<file path="config.mk">
export PLATFORM = sky130hd
export DESIGN_NAME = seq_multiplier
export DESIGN_NICKNAME = d
export VERILOG_FILES = /design/src/rtl/seq_multiplier.sv
export SDC_FILE = /design/constraint.sdc
export NUM_CORES = 1
export LEC_CHECK = 0
export CORE_ASPECT_RATIO = 2
export CORE_MARGIN = 10
export CORE_UTILIZATION = 56
export CTS_BUF_LIST = sky130_fd_sc_hd__clkbuf_4
export DETAILED_ROUTE_END_ITERATION = 12
export GPL_TIMING_DRIVEN = 1
export PLACE_DENSITY = 0.82
export SLEW_MARGIN = 25
export SYNTH_ARGS = -nofsm -noshare
export SYNTH_HDL_FRONTEND = slang
export SYNTH_SLANG_ARGS = --single-unit
</file>
<file path="constraint.sdc">
create_clock -name clk -period 3.72 [get_ports clk]
set_input_delay 0.744 -clock clk [delete_from_list [all_inputs] [get_ports clk]]
set_output_delay 0.744 -clock clk [all_outputs]
set_load 0.1 [all_outputs]
</file>
<file path="src/rtl/seq_multiplier.sv">
// Iterative N x N multiplier using radix-2 Booth recoding over N+1 steps.
// Handles signed or unsigned operands per operation; valid/ready on both sides.
module seq_multiplier #(
  parameter  int N  = 8,
  localparam int CW = $clog2(N+2)
) (
  input  logic           clk,
  input  logic           rst,
  input  logic           in_valid,
  output logic           in_ready,
  input  logic [N-1:0]   A,
  input  logic [N-1:0]   B,
  input  logic           is_signed,
  output logic           out_valid,
  input  logic           out_ready,
  output logic [2*N-1:0] P,
  output logic           busy
);

  typedef enum logic [1:0] {IDLE, CALC, DONE} state_t;

  state_t                state_q;
  logic signed [N:0]     mcand_q;
  logic signed [N+1:0]   acc_q;
  logic [N:0]            q_q;
  logic                  qm1_q;
  logic [CW-1:0]         cnt_q;
  logic [2*N-1:0]        p_q;

  logic signed [N:0]     a_ext, b_ext;
  logic signed [N+1:0]   mcand_w, sum_d;
  logic signed [2*N+3:0] sh_d;

  always_comb begin
    a_ext   = {is_signed & A[N-1], A};
    b_ext   = {is_signed & B[N-1], B};
    mcand_w = {mcand_q[N], mcand_q};
    // Booth pair {q0, q-1}: 01 add, 10 subtract, otherwise hold
    case ({q_q[0], qm1_q})
      2'b01:   sum_d = acc_q + mcand_w;
      2'b10:   sum_d = acc_q - mcand_w;
      default: sum_d = acc_q;
    endcase
    sh_d = $signed({sum_d, q_q, qm1_q}) >>> 1;
  end

  always_ff @(posedge clk or posedge rst) begin
    if (rst) begin
      state_q <= IDLE;
      mcand_q <= '0;
      acc_q   <= '0;
      q_q     <= '0;
      qm1_q   <= 1'b0;
      cnt_q   <= '0;
      p_q     <= '0;
    end else begin
      case (state_q)
        IDLE: begin
          if (in_valid) begin
            mcand_q <= a_ext;
            q_q     <= b_ext;
            acc_q   <= '0;
            qm1_q   <= 1'b0;
            cnt_q   <= CW'(N+1);
            state_q <= CALC;
          end
        end
        CALC: begin
          acc_q <= sh_d[2*N+3:N+2];
          q_q   <= sh_d[N+1:1];
          qm1_q <= sh_d[0];
          cnt_q <= cnt_q - CW'(1);
          // Final step: low 2N bits of the shifted {acc, q} are the product
          if (cnt_q == CW'(1)) begin
            p_q     <= sh_d[2*N:1];
            state_q <= DONE;
          end
        end
        DONE: begin
          if (out_ready) state_q <= IDLE;
        end
        default: state_q <= IDLE;
      endcase
    end
  end

  assign in_ready  = (state_q == IDLE);
  assign out_valid = (state_q == DONE);
  assign busy      = (state_q != IDLE);
  assign P         = p_q;

endmodule

</file>
==> results.sh, run 1 <==
export IMPL_status="complete, no violations"
export IMPL_num_antenna_cells=0
export IMPL_async_reset_ff_share_pct=100.0
export IMPL_period_share_pct=77.34
export IMPL_maxCapViolations=0
export IMPL_place_ws_ns=0.8429
export IMPL_r2r_cells=11
export IMPL_min_to="P[14]"
export IMPL_synth_top_family_by_area="simple AND/OR/NAND/NOR gates"
export IMPL_grt_use_total_pct=15.69
export IMPL_die_area_um2=8039
export IMPL_hp_class="reg2reg"
export IMPL_antenna_found_initial=0
export IMPL_holdBufCountCts=0
export IMPL_start_util_pct=57.52
export IMPL_worstPathMaxFanout=10
export IMPL_ys_ff_latch=50
export IMPL_syn_inst=274
export IMPL_port_buffers=39
export IMPL_drt_wl_total_um=5890
export IMPL_drive_above_1_share_pct=9.325
export IMPL_worst_slack_ns=0.8431
export IMPL_finalNetCount=345
export IMPL_reg2reg_from="qm1_q"
export IMPL_worst_pin_slew_ns=0.9894
export IMPL_cts_setup_buffers=0
export IMPL_numCtsBuffers=5
export IMPL_synthFlopType="dfrtp_1"
export IMPL_synthXorXnorAreaFrac_pct=3.974
export IMPL_layout_min_cycle_time_ns=2.877
export IMPL_end_kind="register"
export IMPL_synth_edf_count=0
export IMPL_die_w_um=68.60
export IMPL_drc=0
export IMPL_syn_area_per_cell_um2=9.653
export IMPL_hpwl_um=4424
export IMPL_critical_path_cell_chain="inv_1 > ha_1 > mux2_2 > inv_1 > ha_1 > nor2b_1 > o31ai_2 > a31oi_1 > o21ai_0 > or4b_1 > mux2i_1"
export IMPL_fp_row_count=35
export IMPL_muxShareOfSynthArea_pct=6.575
export IMPL_vias=2086
export IMPL_synthAdderAreaFrac_pct=6.906
export IMPL_skew_ns=0.008716
export IMPL_clock_root_buffer="clkbuf_4"
export IMPL_grt_pass1_wl_um=9860
export IMPL_clk_path_buf_depth=2
export IMPL_netlist_area_um2=2645
export IMPL_grt_overflow=0
export IMPL_synthesis_nets=309
export IMPL_synth_cell_types=41
export IMPL_grt_start_max_net_pins=51
export IMPL_min_from="P[14]"
export IMPL_slew_violations=0
export IMPL_h_tree_depth=2
export IMPL_antenna_left=0
export IMPL_cp_required_ns=3.98
export IMPL_die_y_um=117.2
export IMPL_holdPathStages=2
export IMPL_criticalPathCategory="reg2reg"
export IMPL_max_freq_mhz=347.6
export IMPL_utilization_pct=68.41
export IMPL_first_pass_iters=4
export IMPL_ctsResizeCount=0
export IMPL_gp_congestion=0.8332
export IMPL_avgViaCountPerCell=5.699
export IMPL_crit_arrival_ns=3.14
export IMPL_syn_to_final_growth_pct=18.92
export IMPL_hold_viol_final=0
export IMPL_yosys_warnings=0
export IMPL_clk_pin_slew_ns=0.15
export IMPL_critPathMaxStageDelay_ns=0.47
export IMPL_rrSetupSlack_ns=0.84
export IMPL_initialDrtViolationCount=84
export IMPL_synth_compound_area_share_pct=15.00
export IMPL_fin_tns_setup_ns=0
export IMPL_core_area_um2=4598
export IMPL_critPathLaunchType="register"
export IMPL_clk_latency_ns=0.36
export IMPL_reg2reg_to="acc_q[8]"
export IMPL_yosysSeqAreaShare_pct=47.30
export IMPL_rsz0062_at_grt="no"
export IMPL_finalSetupViolCount=0
export IMPL_synth_simple_area_share_pct=16.60
export IMPL_slew_headroom_pct=33.83
export IMPL_grt_pass1_vias=2165
export IMPL_io_pin_count=40
export IMPL_wl_per_cell_um=16.09
export IMPL_cts_sinks=50
export IMPL_slowest_stage="or4b_1"
export IMPL_cts_tree="done"
-- sequential cells by signal, summed over array words and instances (netlist names) --
| name | flops |
|---|---|
| P | 16 |
| q_q | 9 |
| state_q | 2 |
| mcand_q | 9 |
| qm1_q | 1 |
| cnt_q | 4 |
| acc_q | 9 |
-- synthesized netlist by cell type (all sizes together), types with 4 or more instances --
| library cell | number | area share (%) |
|---|---|---|
| clkbuf | 10 | 1.4 |
| nor2 | 9 | 1.3 |
| mux2i | 5 | 1.9 |
| nand3 | 9 | 1.7 |
| o21ai | 22 | 4.2 |
| dfrtp | 50 | 47 |
| o31ai | 5 | 1.6 |
| a22oi | 8 | 2.3 |
| nor2b | 4 | 0.95 |
| ha | 13 | 6.1 |
| mux2 | 11 | 4.7 |
| a21oi | 11 | 2.2 |
| xor2 | 4 | 1.3 |
| xnor2 | 8 | 2.6 |
| nand2 | 55 | 7.8 |
| inv | 13 | 1.8 |
| nor3 | 7 | 1.9 |
-- worst max path at each step --
stage	start	to
3_5_place_dp	qm1_q	acc_q[8]
4_1_cts	qm1_q	acc_q[8]
5_1_grt	qm1_q	acc_q[8]
2_1_floorplan	state_q[1]	busy
3_3_place_gp	qm1_q	acc_q[8]
6_report	qm1_q	acc_q[8]
-- routing by layer --
layer  share of wire [%]  track usage [%]
met1                  39            17.28
met2                  57            28.26
met3                 2.1            2.288
met4                 1.9            6.478
met5                   0                0
-- critical path: cells and delay by family (launching register included) --
| kind | cells | cell delay (ns) |
|---|---|---|
| adder cells (fa/ha/maj) | 2 | 0.57 |
| buffers and inverters | 2 | 0.13 |
| AO/OA/AOI/OAI | 3 | 0.53 |
| multiplexers | 2 | 0.54 |
| AND/OR/NAND/NOR | 2 | 0.62 |
| flip-flops | 1 | 0.40 |
-- cell type report --
cell class,instances,area (um^2)
repair buffers,41,400.4
flip-flops and latches,50,1251
multi-input cells,199,1297
inverters,13,50.05
clock inverters,3,40.04
well taps,55,68.82
clock buffers,5,37.54
fillers,378,1453
-- layout by cell type (no fill, tap or decap), drive strengths merged, types with 9 or more instances in the layout --
cell type | synthesis | routed
a21oi | 11 | 11
clkdlybuf4s50 | 0 | 37
dfrtp | 50 | 50
ha | 13 | 13
inv | 13 | 12
mux2 | 11 | 11
nand2 | 55 | 55
nand3 | 9 | 9
nor2 | 9 | 9
o21ai | 22 | 22
-- through the flow --
step	area [um^2]	hold WS (ns)	cells
detailed placement	3067	0.4761	358
floorplan	2645	0.4456	274
finish	3146	0.4985	366
global placement	3067	0.4644	358
global route	3146	0.5139	366
CTS	3144	0.4956	366
-- kinds of logic (layout without fill, tap and decap cells) --
family | count (synthesis) | count (layout)
simple gates | 95 | 95
compound gates | 62 | 62
flops | 50 | 50
buf+inv | 25 | 62
mux | 16 | 16
fa+ha+maj | 14 | 14
xor+xnor | 12 | 12
Power of run 1 is not shown: default switching activity piles up to over one toggle a cycle in this logic, so the estimate is an artifact.
==> inputs of run 2 (changes only) <==
--- a/config.mk
+++ b/config.mk
@@ -7,11 +7,11 @@
 export LEC_CHECK = 0
 export CORE_ASPECT_RATIO = 2
 export CORE_MARGIN = 10
-export CORE_UTILIZATION = 56
+export CORE_UTILIZATION = 50
 export CTS_BUF_LIST = sky130_fd_sc_hd__clkbuf_4
 export DETAILED_ROUTE_END_ITERATION = 12
 export GPL_TIMING_DRIVEN = 1
-export PLACE_DENSITY = 0.82
+export PLACE_DENSITY = 0.78
 export SLEW_MARGIN = 25
 export SYNTH_ARGS = -nofsm -noshare
 export SYNTH_HDL_FRONTEND = slang
==> constraint.sdc (replaced) <==
create_clock -name clk -period 2.6 [get_ports clk]
set_input_delay 0.52 -clock clk [delete_from_list [all_inputs] [get_ports clk]]
set_output_delay 0.52 -clock clk [all_outputs]
set_load 0.1 [all_outputs]
==> results.sh, run 2 (synthesized netlist as in run 1, its figures left out) <==
export IMPL_fp_row_count=37
export IMPL_syn_to_final_growth_pct=23.60
export IMPL_worstPathMaxFanout=3
export IMPL_violations="setup timing"
export IMPL_finalSetupViolCount=2
export IMPL_antenna_left=0
export IMPL_drt_wl_total_um=6336
export IMPL_cp_required_ns=2.88
export IMPL_layout_min_cycle_time_ns=2.679
export IMPL_met2_usage_pct=28.88
export IMPL_final_common_cell="nand2_1"
export IMPL_start_util_pct=51.47
export IMPL_numCtsBuffers=5
export IMPL_largest_register_ffs=16
export IMPL_clk_path_buf_depth=2
export IMPL_initialDrtViolationCount=110
export IMPL_period_share_pct=103.0
export IMPL_grt_overflow=0
export IMPL_drc=0
export IMPL_vias=2179
export IMPL_die_area_um2=8776
export IMPL_place_ws_ns=-0.1485
export IMPL_max_freq_mhz=373.3
export IMPL_first_pass_iters=4
export IMPL_antenna_found_initial=1
export IMPL_skew_ns=0.005925
export IMPL_port_buffers=39
export IMPL_slew_headroom_pct=54.85
export IMPL_end_kind="register"
export IMPL_use_met1_pct=13.20
export IMPL_gp_congestion=0.8659
export IMPL_grt_use_total_pct=14.72
export IMPL_r2r_cells=12
export IMPL_grt_start_max_net_pins=26
export IMPL_h_tree_depth=2
export IMPL_hold_viol_final=0
export IMPL_gr_usage_met3_pct=3.312
export IMPL_finalNetCount=361
export IMPL_avgViaCountPerCell=5.645
export IMPL_hpwl_um=4828
export IMPL_crit_arrival_ns=2.96
export IMPL_critPathLaunchType="register"
export IMPL_core_area_um2=5139
export IMPL_rsz0062_at_grt="yes"
export IMPL_layout_common_cells="55 x nand2_1, 50 x dfrtp_1, 35 x buf_4"
export IMPL_hp_class="in2async"
export IMPL_status="finished, violations left"
export IMPL_cts_sinks=50
export IMPL_cts_tree="done"
export IMPL_clk_pin_slew_ns=0.14
export IMPL_wl_per_cell_um=16.41
export IMPL_clk_latency_ns=0.38
export IMPL_clock_root_buffer="clkbuf_4"
export IMPL_maxCapViolations=0
export IMPL_die_y_um=122.9
export IMPL_grt_pass1_vias=2285
export IMPL_busiest_layer="met2"
export IMPL_fillers=407
export IMPL_holdBufCountCts=0
export IMPL_slew_violations=0
export IMPL_dp_cells=374
export IMPL_grt_pass1_wl_um=10350
export IMPL_die_w_um=71.43
export IMPL_stdcell_count=386
export IMPL_worst_pin_slew_ns=0.6747
export IMPL_io_pin_count=40
export IMPL_criticalPathCategory="reg2reg"
export IMPL_worst_slack_ns=-0.07882
export IMPL_drive_above_1_share_pct=22.02
==> run 2: changes by cell type in the layout (fill, tap and decap cells not counted), moves of 2 or more <==
cell / delta
o21ai_1: +4
nor2_1: -2
buf_4: +31
a21oi_2: +3
clkinv_2: -2
nor2_2: +2
a21oi_1: -3
clkdlybuf4s50_1: -17
buf_6: +2
o21ai_0: -4
==> run 2: final cells by class <==
cell class | instances | area (um^2) | area share, %
well taps | 58 | 72.57 | 2.220
inverters | 13 | 48.80 | 1.493
diodes | 1 | 2.502 | 0.07654
repair buffers | 57 | 485.5 | 14.85
flip-flops and latches | 50 | 1251 | 38.27
clock buffers | 6 | 45.04 | 1.378
clock inverters | 2 | 8.758 | 0.2679
multi-input cells | 199 | 1355 | 41.45
==> run 2: worst paths after layout <==
| path | start | slack [ns] | to |
|---|---|---|---|
| max reg2reg | mcand_q[1] | -0.08 | acc_q[8] |
| max | mcand_q[1] | -0.08 | acc_q[8] |
| min in group clk | cnt_q[3] | 0.49 | cnt_q[3] |
| min | rst | 0.41 | acc_q[8] |
| max in group asynchronous | rst | 1.59 | P[5] |
| min reg2reg | cnt_q[3] | 0.49 | cnt_q[3] |
==> run 2: critical path, cell delays in order (launching register included) <==
cell	delay, ns
dfrtp_1	0.40
inv_1	0.07
ha_2	0.18
and2b_2	0.22
a21oi_2	0.15
xnor2_1	0.11
ha_1	0.34
o21a_1	0.14
o211ai_1	0.08
a31oi_1	0.20
nor3_1	0.08
or4b_4	0.48
mux2i_1	0.13
==> run 2: routing by layer <==
| metal | up-vias | wire length [um] |
|---|---|---|
| li1 | 1056 | - |
| met1 | 1072 | 2313 |
| met2 | 35 | 3693 |
| met3 | 16 | 122 |
| met4 | 0 | 208 |
| met5 | - | 0 |
==> run 2: what timing repair did <==
action / 4_1_cts / 5_1_grt
pin swaps: 9 / 11
resized for setup: 9 / 10
endpoints found under the setup margin: 4 / 7
cloned: 0 / 0
buffers inserted: 3 / 1
==> run 2: per-stage QoR <==
stage,hold slack (ns),cell area [um^2],TNS (ns),util (%)
6_report,0.4143,3269,-0.1094,63.62
2_1_floorplan,0.4456,2650,0,-
5_1_grt,0.4233,3269,-0.5172,63.62
4_1_cts,0.4196,3238,-0.06329,63.01
3_5_place_dp,0.4690,3128,-0.1485,60.87
3_3_place_gp,0.4646,3128,-0.03713,60.87
Power of run 2 is left out for the same reason.
